--- config.mk ---
export PLATFORM = sky130hd
export DESIGN_NAME = br_issue_sched
export DESIGN_NICKNAME = d
export VERILOG_FILES = /design/src/rtl/br_issue_sched.sv
export SDC_FILE = /design/constraint.sdc
export NUM_CORES = 1
export LEC_CHECK = 0
export BUFFER_PORTS_ARGS = -buffer_cell sky130_fd_sc_hd__buf_2
export CAP_MARGIN = 10
export CORE_MARGIN = 5
export CORE_UTILIZATION = 29
export CTS_BUF_LIST = sky130_fd_sc_hd__clkbuf_2
export CTS_CLUSTER_SIZE = 20
export DETAILED_ROUTE_END_ITERATION = 6
export HOLD_SLACK_MARGIN = 0.12
export PLACE_DENSITY = 0.54
export RECOVER_POWER = 25
export SKIP_LAST_GASP = 1
export SLEW_MARGIN = 10
export SYNTH_ARGS = -nofsm -noshare
export SYNTH_HDL_FRONTEND = slang
export SYNTH_SLANG_ARGS = --single-unit
--- constraint.sdc ---
create_clock -name clk -period 4.41 [get_ports clk]
set_clock_uncertainty 0.2 [all_clocks]
set_input_delay 0 -clock clk [delete_from_list [all_inputs] [get_ports clk]]
set_output_delay 0 -clock clk [all_outputs]
set_load 0.05 [all_outputs]
--- src/rtl/br_issue_sched.sv ---
// In-order issue queue for the branch/jump unit with CDB operand wakeup and a wrong-path drain state.
// Optional build macro BR_SCHED_BYPASS_EN: a head operand arriving on the CDB this cycle issues immediately.
package br_sched_pkg;
    localparam logic [1:0] OP_BR   = 2'd0;
    localparam logic [1:0] OP_JAL  = 2'd1;
    localparam logic [1:0] OP_JALR = 2'd2;

    typedef struct packed {
        logic        valid;
        logic [1:0]  op;
        logic [2:0]  funct3;
        logic [7:0]  rob_idx;
        logic [31:0] pc;
        logic [31:0] imm;
        logic [31:0] rs1_data;
        logic [31:0] rs2_data;
    } reservation_station_t;
endpackage

module br_issue_sched
    import br_sched_pkg::*;
#(
    parameter int DEPTH     = 4,
    parameter int ROB_IDX_W = 4
) (
    input  logic                 clk,
    input  logic                 rst_n,
    input  logic                 dispatch_valid,
    input  reservation_station_t dispatch_entry,
    input  logic                 dispatch_rs1_rdy,
    input  logic                 dispatch_rs2_rdy,
    input  logic [ROB_IDX_W-1:0] dispatch_rs1_tag,
    input  logic [ROB_IDX_W-1:0] dispatch_rs2_tag,
    output logic                 dispatch_ready,
    input  logic                 cdb_valid,
    input  logic [ROB_IDX_W-1:0] cdb_rob_idx,
    input  logic [31:0]          cdb_data,
    input  logic                 issue_ready,
    output reservation_station_t next_execute,
    input  logic                 br_taken,
    input  logic                 flush,
    output logic                 draining
);
    localparam int PTR_W = $clog2(DEPTH);
    localparam int CNT_W = PTR_W + 1;

    typedef enum logic {RUN, DRAIN} state_t;

    state_t               state, state_nxt;
    logic [PTR_W-1:0]     head, tail;
    logic [CNT_W-1:0]     count;
    logic [DEPTH-1:0]     rs1_rdy, rs2_rdy;
    logic [DEPTH-1:0]     wake1, wake2;
    logic [ROB_IDX_W-1:0] rs1_tag [DEPTH];
    logic [ROB_IDX_W-1:0] rs2_tag [DEPTH];
    reservation_station_t ent [DEPTH];

    reservation_station_t head_ent;
    logic                 head_r1, head_r2, head_ok;
    logic                 disp_wake1, disp_wake2;
    logic                 push, pop, taken_hold;

    assign dispatch_ready = rst_n && (count != CNT_W'(DEPTH)) && (state == RUN) && !flush;
    assign push           = dispatch_valid && dispatch_ready;
    assign draining       = (state == DRAIN);
    assign taken_hold     = next_execute.valid && br_taken;
    assign disp_wake1     = cdb_valid && !dispatch_rs1_rdy && (dispatch_rs1_tag == cdb_rob_idx);
    assign disp_wake2     = cdb_valid && !dispatch_rs2_rdy && (dispatch_rs2_tag == cdb_rob_idx);

    always_comb begin
        wake1 = '0;
        wake2 = '0;
        for (int i = 0; i < DEPTH; i++) begin
            wake1[i] = cdb_valid && !rs1_rdy[i] && (rs1_tag[i] == cdb_rob_idx);
            wake2[i] = cdb_valid && !rs2_rdy[i] && (rs2_tag[i] == cdb_rob_idx);
        end
    end

    always_comb begin
        head_ent = ent[head];
        head_r1  = rs1_rdy[head];
        head_r2  = rs2_rdy[head];
`ifdef BR_SCHED_BYPASS_EN
        if (wake1[head]) begin
            head_r1           = 1'b1;
            head_ent.rs1_data = cdb_data;
        end
        if (wake2[head]) begin
            head_r2           = 1'b1;
            head_ent.rs2_data = cdb_data;
        end
`endif
        head_ent.valid = 1'b1;
        // JAL needs no register operand; JALR needs only rs1
        case (head_ent.op)
            OP_JAL:  head_ok = 1'b1;
            OP_JALR: head_ok = head_r1;
            default: head_ok = head_r1 && head_r2;
        endcase
    end

    // The cycle a taken branch sits on next_execute must not issue the wrong-path successor
    assign pop = (state == RUN) && (count != '0) && head_ok && issue_ready && !flush && !taken_hold;

    always_comb begin
        state_nxt = state;
        if (flush)
            state_nxt = RUN;
        else if (state == RUN && taken_hold)
            state_nxt = DRAIN;
    end

    always_ff @(posedge clk or negedge rst_n) begin
        if (!rst_n) begin
            state        <= RUN;
            head         <= '0;
            tail         <= '0;
            count        <= '0;
            rs1_rdy      <= '0;
            rs2_rdy      <= '0;
            next_execute <= '0;
        end else if (flush) begin
            state        <= RUN;
            head         <= '0;
            tail         <= '0;
            count        <= '0;
            rs1_rdy      <= '0;
            rs2_rdy      <= '0;
            next_execute <= '0;
        end else begin
            state   <= state_nxt;
            rs1_rdy <= rs1_rdy | wake1;
            rs2_rdy <= rs2_rdy | wake2;
            if (push) begin
                rs1_rdy[tail] <= dispatch_rs1_rdy | disp_wake1;
                rs2_rdy[tail] <= dispatch_rs2_rdy | disp_wake2;
                tail          <= tail + PTR_W'(1);
            end
            if (pop)
                head <= head + PTR_W'(1);
            if (push && !pop)
                count <= count + CNT_W'(1);
            else if (pop && !push)
                count <= count - CNT_W'(1);
            next_execute <= pop ? head_ent : '0;
        end
    end

    // Payload, tags and operand values carry no reset; ready bits and count qualify them
    always_ff @(posedge clk) begin
        for (int i = 0; i < DEPTH; i++) begin
            if (wake1[i])
                ent[i].rs1_data <= cdb_data;
            if (wake2[i])
                ent[i].rs2_data <= cdb_data;
        end
        if (push) begin
            ent[tail]     <= dispatch_entry;
            rs1_tag[tail] <= dispatch_rs1_tag;
            rs2_tag[tail] <= dispatch_rs2_tag;
            if (disp_wake1)
                ent[tail].rs1_data <= cdb_data;
            if (disp_wake2)
                ent[tail].rs2_data <= cdb_data;
        end
    end
endmodule
==> impl_metrics.yaml, run 1 <==
logic_synthesis:
  ys_seq_elements: 754
  seq_area_frac_synth_pct: 70.2
  postSynthAreaPerCell_um2: 20.4
  synth_cell_types: 47
  synth_fp_nets: 1727
  syn_area_um2: 31100
  synthCells: 1525
  yosys_warnings: 0
cts:
  cts_setup_buffers: 0
  cts.sinks: 754
  cts_hold_buffers: 719
  root_buffer: "clkbuf_2"
  cts_resized: 0
  h-tree-depth: 4
  cts_buffers: 199
  cts_buffer_depth: 3
floorplanning:
  num_rows: 120
  die_x_um: 338
  die_y_um: 338
  initial_utilization_pct: 29.1
  ioPinCount: 339
placed_design:
  place.gp.congestion: 0.730
  port_buffers: 337
  hpwlAfterDp_um: 47200
status:
  outcome: "stopped before the end"
  lastStage: "4_1_cts"
  stop_error: "[ERROR RSZ-0060] Max buffer count reached."
==> synth_stat cells, drive strengths merged <==
library cell | count | share of area, %
edfxtp | 596 | 57
mux2 | 256 | 11
dfrtp | 158 | 13
mux4 | 141 | 10
and2 | 140 | 2.8
buf | 42 | 1.1
clkbuf | 37 | 0.45
xor2 | 26 | 0.73
nand2 | 18 | 0.50
nor2 | 17 | 0.20
xnor2 | 16 | 0.45
inv | 9 | 0.12
nand3b | 9 | 0.22
a211oi | 8 | 0.19
o41ai | 8 | 0.22
ha | 6 | 0.24
mux2i | 5 | 0.16
nand2b | 4 | 0.080
nand3 | 4 | 0.064
clkinv | 3 | 0.068
nor3b | 3 | 0.088
a21oi | 2 | 0.032
nor4b | 2 | 0.096
o21ai | 2 | 0.032
o31ai | 2 | 0.048
fa | 1 | 0.064
nand4b | 1 | 0.028
nor3 | 1 | 0.016
nor4 | 1 | 0.020
o211a | 1 | 0.032
o211ai | 1 | 0.024
o221ai | 1 | 0.028
o31a | 1 | 0.028
or2 | 1 | 0.020
or3 | 1 | 0.020
or3b | 1 | 0.028
==> through the flow <==
stage          utilization [%]  instance area, um2  hold slack [ns]  worst slack [ns]  cells
2_1_floorplan                -               31200           -0.496             0.811   1525
3_3_place_gp              32.3               34600           -0.324             0.909   3214
3_5_place_dp              32.3               34600           -0.324             0.866   3214
==> cells by family after synthesis <==
group	Yosys count	synth area share, %
simple gates	203	4.19
mux	402	21.8
compound gates	26	0.643
flops	754	70.2
fa+ha+maj	7	0.305
xor+xnor	42	1.18
buf+inv	91	1.74
==> inputs of run 2 (changes only) <==
Settings changed: CORE_UTILIZATION 29 to 20, CTS_BUF_LIST sky130_fd_sc_hd__clkbuf_2 to default, CTS_CLUSTER_SIZE 20 to default, HOLD_SLACK_MARGIN 0.12 to default, PLACE_DENSITY 0.54 to default, PLACE_DENSITY_LB_ADDON from default to 0.15.
Clock period 4.41 ns to 5.7 ns, I/O delays scaled along.
==> run 2 against run 1 <==
The flow now finishes, with violations (max-capacitance violations, max-slew violations). Area after synthesis did not move. Synthesized cell count is the same.
==> impl_metrics.yaml, run 2 <==
status:
  outcome: "finished, violations left"
  violations: "max-capacitance violations, max-slew violations"
routing:
  drt-wirelength-per-cell_um: 22.1
  antenna_left: 0
  drtIter0Drc: 788
  drtPass1Iterations: 4
  drc: 0
  vias: 17154
  postRouteWirelength_um: 98400
  via_per_inst: 3.85
placed_design:
  hpwlAfterDp_um: 54600
  port_buffers: 337
  place.gp.congestion: 0.686
sta:
  clock.fmax_mhz: 206
  slew_headroom_pct: -109
  setup_viol: 0
  maxSlewViolCount: 124
  tightest_slew_ns: 3.14
  timing_hold_violations_final: 0
  tns_ns: 0
  rsz0062_at_grt: "no"
  whs_ns: 0.0852
  period_minus_slack_ns: 4.86
  finalCritPeriodShare_pct: 85.2
power_and_ir_drop:
  p_sw_w: 0.00345
  clkPwrFrac_pct: 43.3
  p_sw_share_pct: 24.8
  max-vdd-ir-drop_v: 0.000205
  leakagePower_nw: 16.1
  power_w: 0.0139
  p_per_area_nw_per_um2: 329
  seqPwrFrac_pct: 45.0
  power.internal_w: 0.0105
  power_frac_comb_pct: 11.6
final_layout:
  multiInputGateArea_um2: 8810
  final_nets: 2506
  largest_reg_flops: 564
  top_register: "ent"
  fill_cells: 15627
  area.growth.synth_to_final_pct: 36.0
  top_regs: "ent x564, next_execute x142"
  seqCellArea_um2: 21900
  final_common_cell: "edfxtp_1"
  final_cell_mix: "edfxtp_1, dlygate4sd3_1, buf_2, mux2_4, dfrtp_1"
  drive_gt1_share_pct: 36.5
logic_synthesis:
  synth.top_cells.by_area: "edfxtp_1, dfrtp_1, mux4_2"
  synth_edf_count: 596
  ys_async_sr_fraction_pct: 21.0
  yosys.area_share.simple_pct: 4.19
  ys_seq_elements: 754
  yosys_warnings: 0
  synth_top_family_by_area: "multiplexers"
  postSynthAreaPerCell_um2: 20.4
  synth_fp_nets: 1727
  syn_area_um2: 31100
  synth_top_area_cell: "edfxtp_1"
  synth.most_common_cell: "edfxtp_1"
  synth_ff_type: "edfxtp_1"
  seq_area_frac_synth_pct: 70.2
  synth_cell_types: 47
  muxShareOfSynthArea_pct: 21.8
  synth_top_area_share_pct: 57.5
  synthCells: 1525
  synthXorXnorAreaFrac_pct: 1.18
  synthTopCellsByCount: "edfxtp_1, mux2_4, dfrtp_1, mux4_2, and2_1"
  synth_compound_area_share_pct: 0.643
  synth-adder-area-share_pct: 0.305
cts:
  cts_buffers: 94
  h-tree-depth: 3
  cts_buffer_depth: 3
  root_buffer: "clkbuf_16"
  clk_pin_slew_ns: 0.06
  cts.sinks: 754
  cts_tree: "done"
  cts_setup_buffers: 0
  cts_resized: 0
  worst_skew_pair.late_latency_ns: 0.69
setup_path:
  cp_data_required_time_ns: 5.93
  start_kind: "primary input"
  cp_max_fo: 56
  critical_path_class: "in2reg"
  cp-end-kind: "register"
  crit_arrival_ns: 5.09
global_route:
  grt_pass1_wl_um: 141000
  grt_pass1_vias: 19491
  antenna_found_initial: 27
  grt_use_total_pct: 12.0
  grt_overflow: 0
  grt_max_degree: 144
floorplanning:
  num_rows: 144
  core_area_um2: 154000
  ioPinCount: 339
  die_y_um: 405
  die_x_um: 405
  initial_utilization_pct: 20.2
  dieArea_um2: 164000
min_path:
  hp-class: "in2reg"
run:
  drv_cap: 3
==> run 2: routing by layer <==
metal  wire length [um]  global-route usage [%]  up-vias  part of all wire (%)
li1                   -                       -     7590                     -
met3               6620                    3.59      147                   6.7
met5                 55                       0        -                 0.056
met2              47600                    20.3      448                    48
met4               2590                    3.80        8                   2.6
met1              41500                    14.6     8961                    42
==> run 2: metrics by stage <==
| step | utilization (%) | area [um2] | std cells | worst slack (ns) |
|---|---|---|---|---|
| final | 27.4 | 42400 | 4451 | 0.845 |
| after global routing | 27.4 | 42300 | 4434 | 0.599 |
| after CTS | 27.4 | 42400 | 4430 | 0.727 |
| after detailed placement | 22.8 | 35200 | 3854 | 1.44 |
| after global placement | 22.8 | 35200 | 3854 | 1.46 |
| after floorplan | - | 31100 | 1525 | 0.989 |
==> run 2: layout make-up <==
cell class / instances / area share, %
diodes: 21 / 0.124
clock buffers: 125 / 5.97
clock inverters: 53 / 1.45
inverters: 12 / 0.148
multi-input cells: 680 / 20.8
flip-flops and latches: 754 / 51.6
well taps: 2044 / 6.04
repair buffers: 762 / 13.9
==> run 2: power groups by stage <==
stage               clock, W  sequential (W)  combinational, W
floorplan                  0         0.00658          0.000708
global placement           0         0.00638           0.00143
detailed placement         0         0.00639           0.00144
CTS                  0.00630         0.00628           0.00168
global route         0.00653         0.00629           0.00175
finish               0.00604         0.00627           0.00162
==> run 2: worst paths after layout <==
kind | from | to | slack [ns] | depth (start not counted)
max in group asynchronous | rst_n | head[1] | 1.60 | 4
hold / removal | dispatch_entry[33] | ent[3][33] | 0.09 | 3
hold reg to reg | count[0] | count[0] | 0.35 | 1
min in group asynchronous | rst_n | next_execute[104] | 1.30 | 4
setup reg to reg | count[1] | ent[0][1] | 0.93 | 9
setup / recovery | rst_n | ent[0][1] | 0.84 | 12
==> run 2: timing repair <==
| item | CTS | global route |
|---|---|---|
| hold buffers | 398 | 0 |
| hold endpoints to repair | 734 | 0 |
| endpoints found under the setup margin | 0 | 0 |
==> run 2: kinds of logic (layout without fill, tap and decap cells) <==
logic type | count (synthesis) | after routing
adder cells (fa/ha/maj) | 7 | 7
AO/OA/AOI/OAI | 26 | 26
buffers and inverters | 91 | 952
multiplexers | 402 | 402
XOR/XNOR | 42 | 42
AND/OR/NAND/NOR | 203 | 203
flip-flops | 754 | 754
other | 0 | 21
==> run 2: critical path, stage by stage <==
cell	delay, ns
dlygate4sd3_1	0.52
dlygate4sd3_1	0.58
buf_8	0.17
or3b_1	0.39
nor3b_2	0.15
dlygate4sd3_1	0.56
buf_4	0.25
nand2_4	0.11
clkinv_4	0.48
nand2_4	0.72
mux2_4	0.53
dlygate4sd3_1	0.55
No activity file was read; power rests on OpenSTA's default activity.
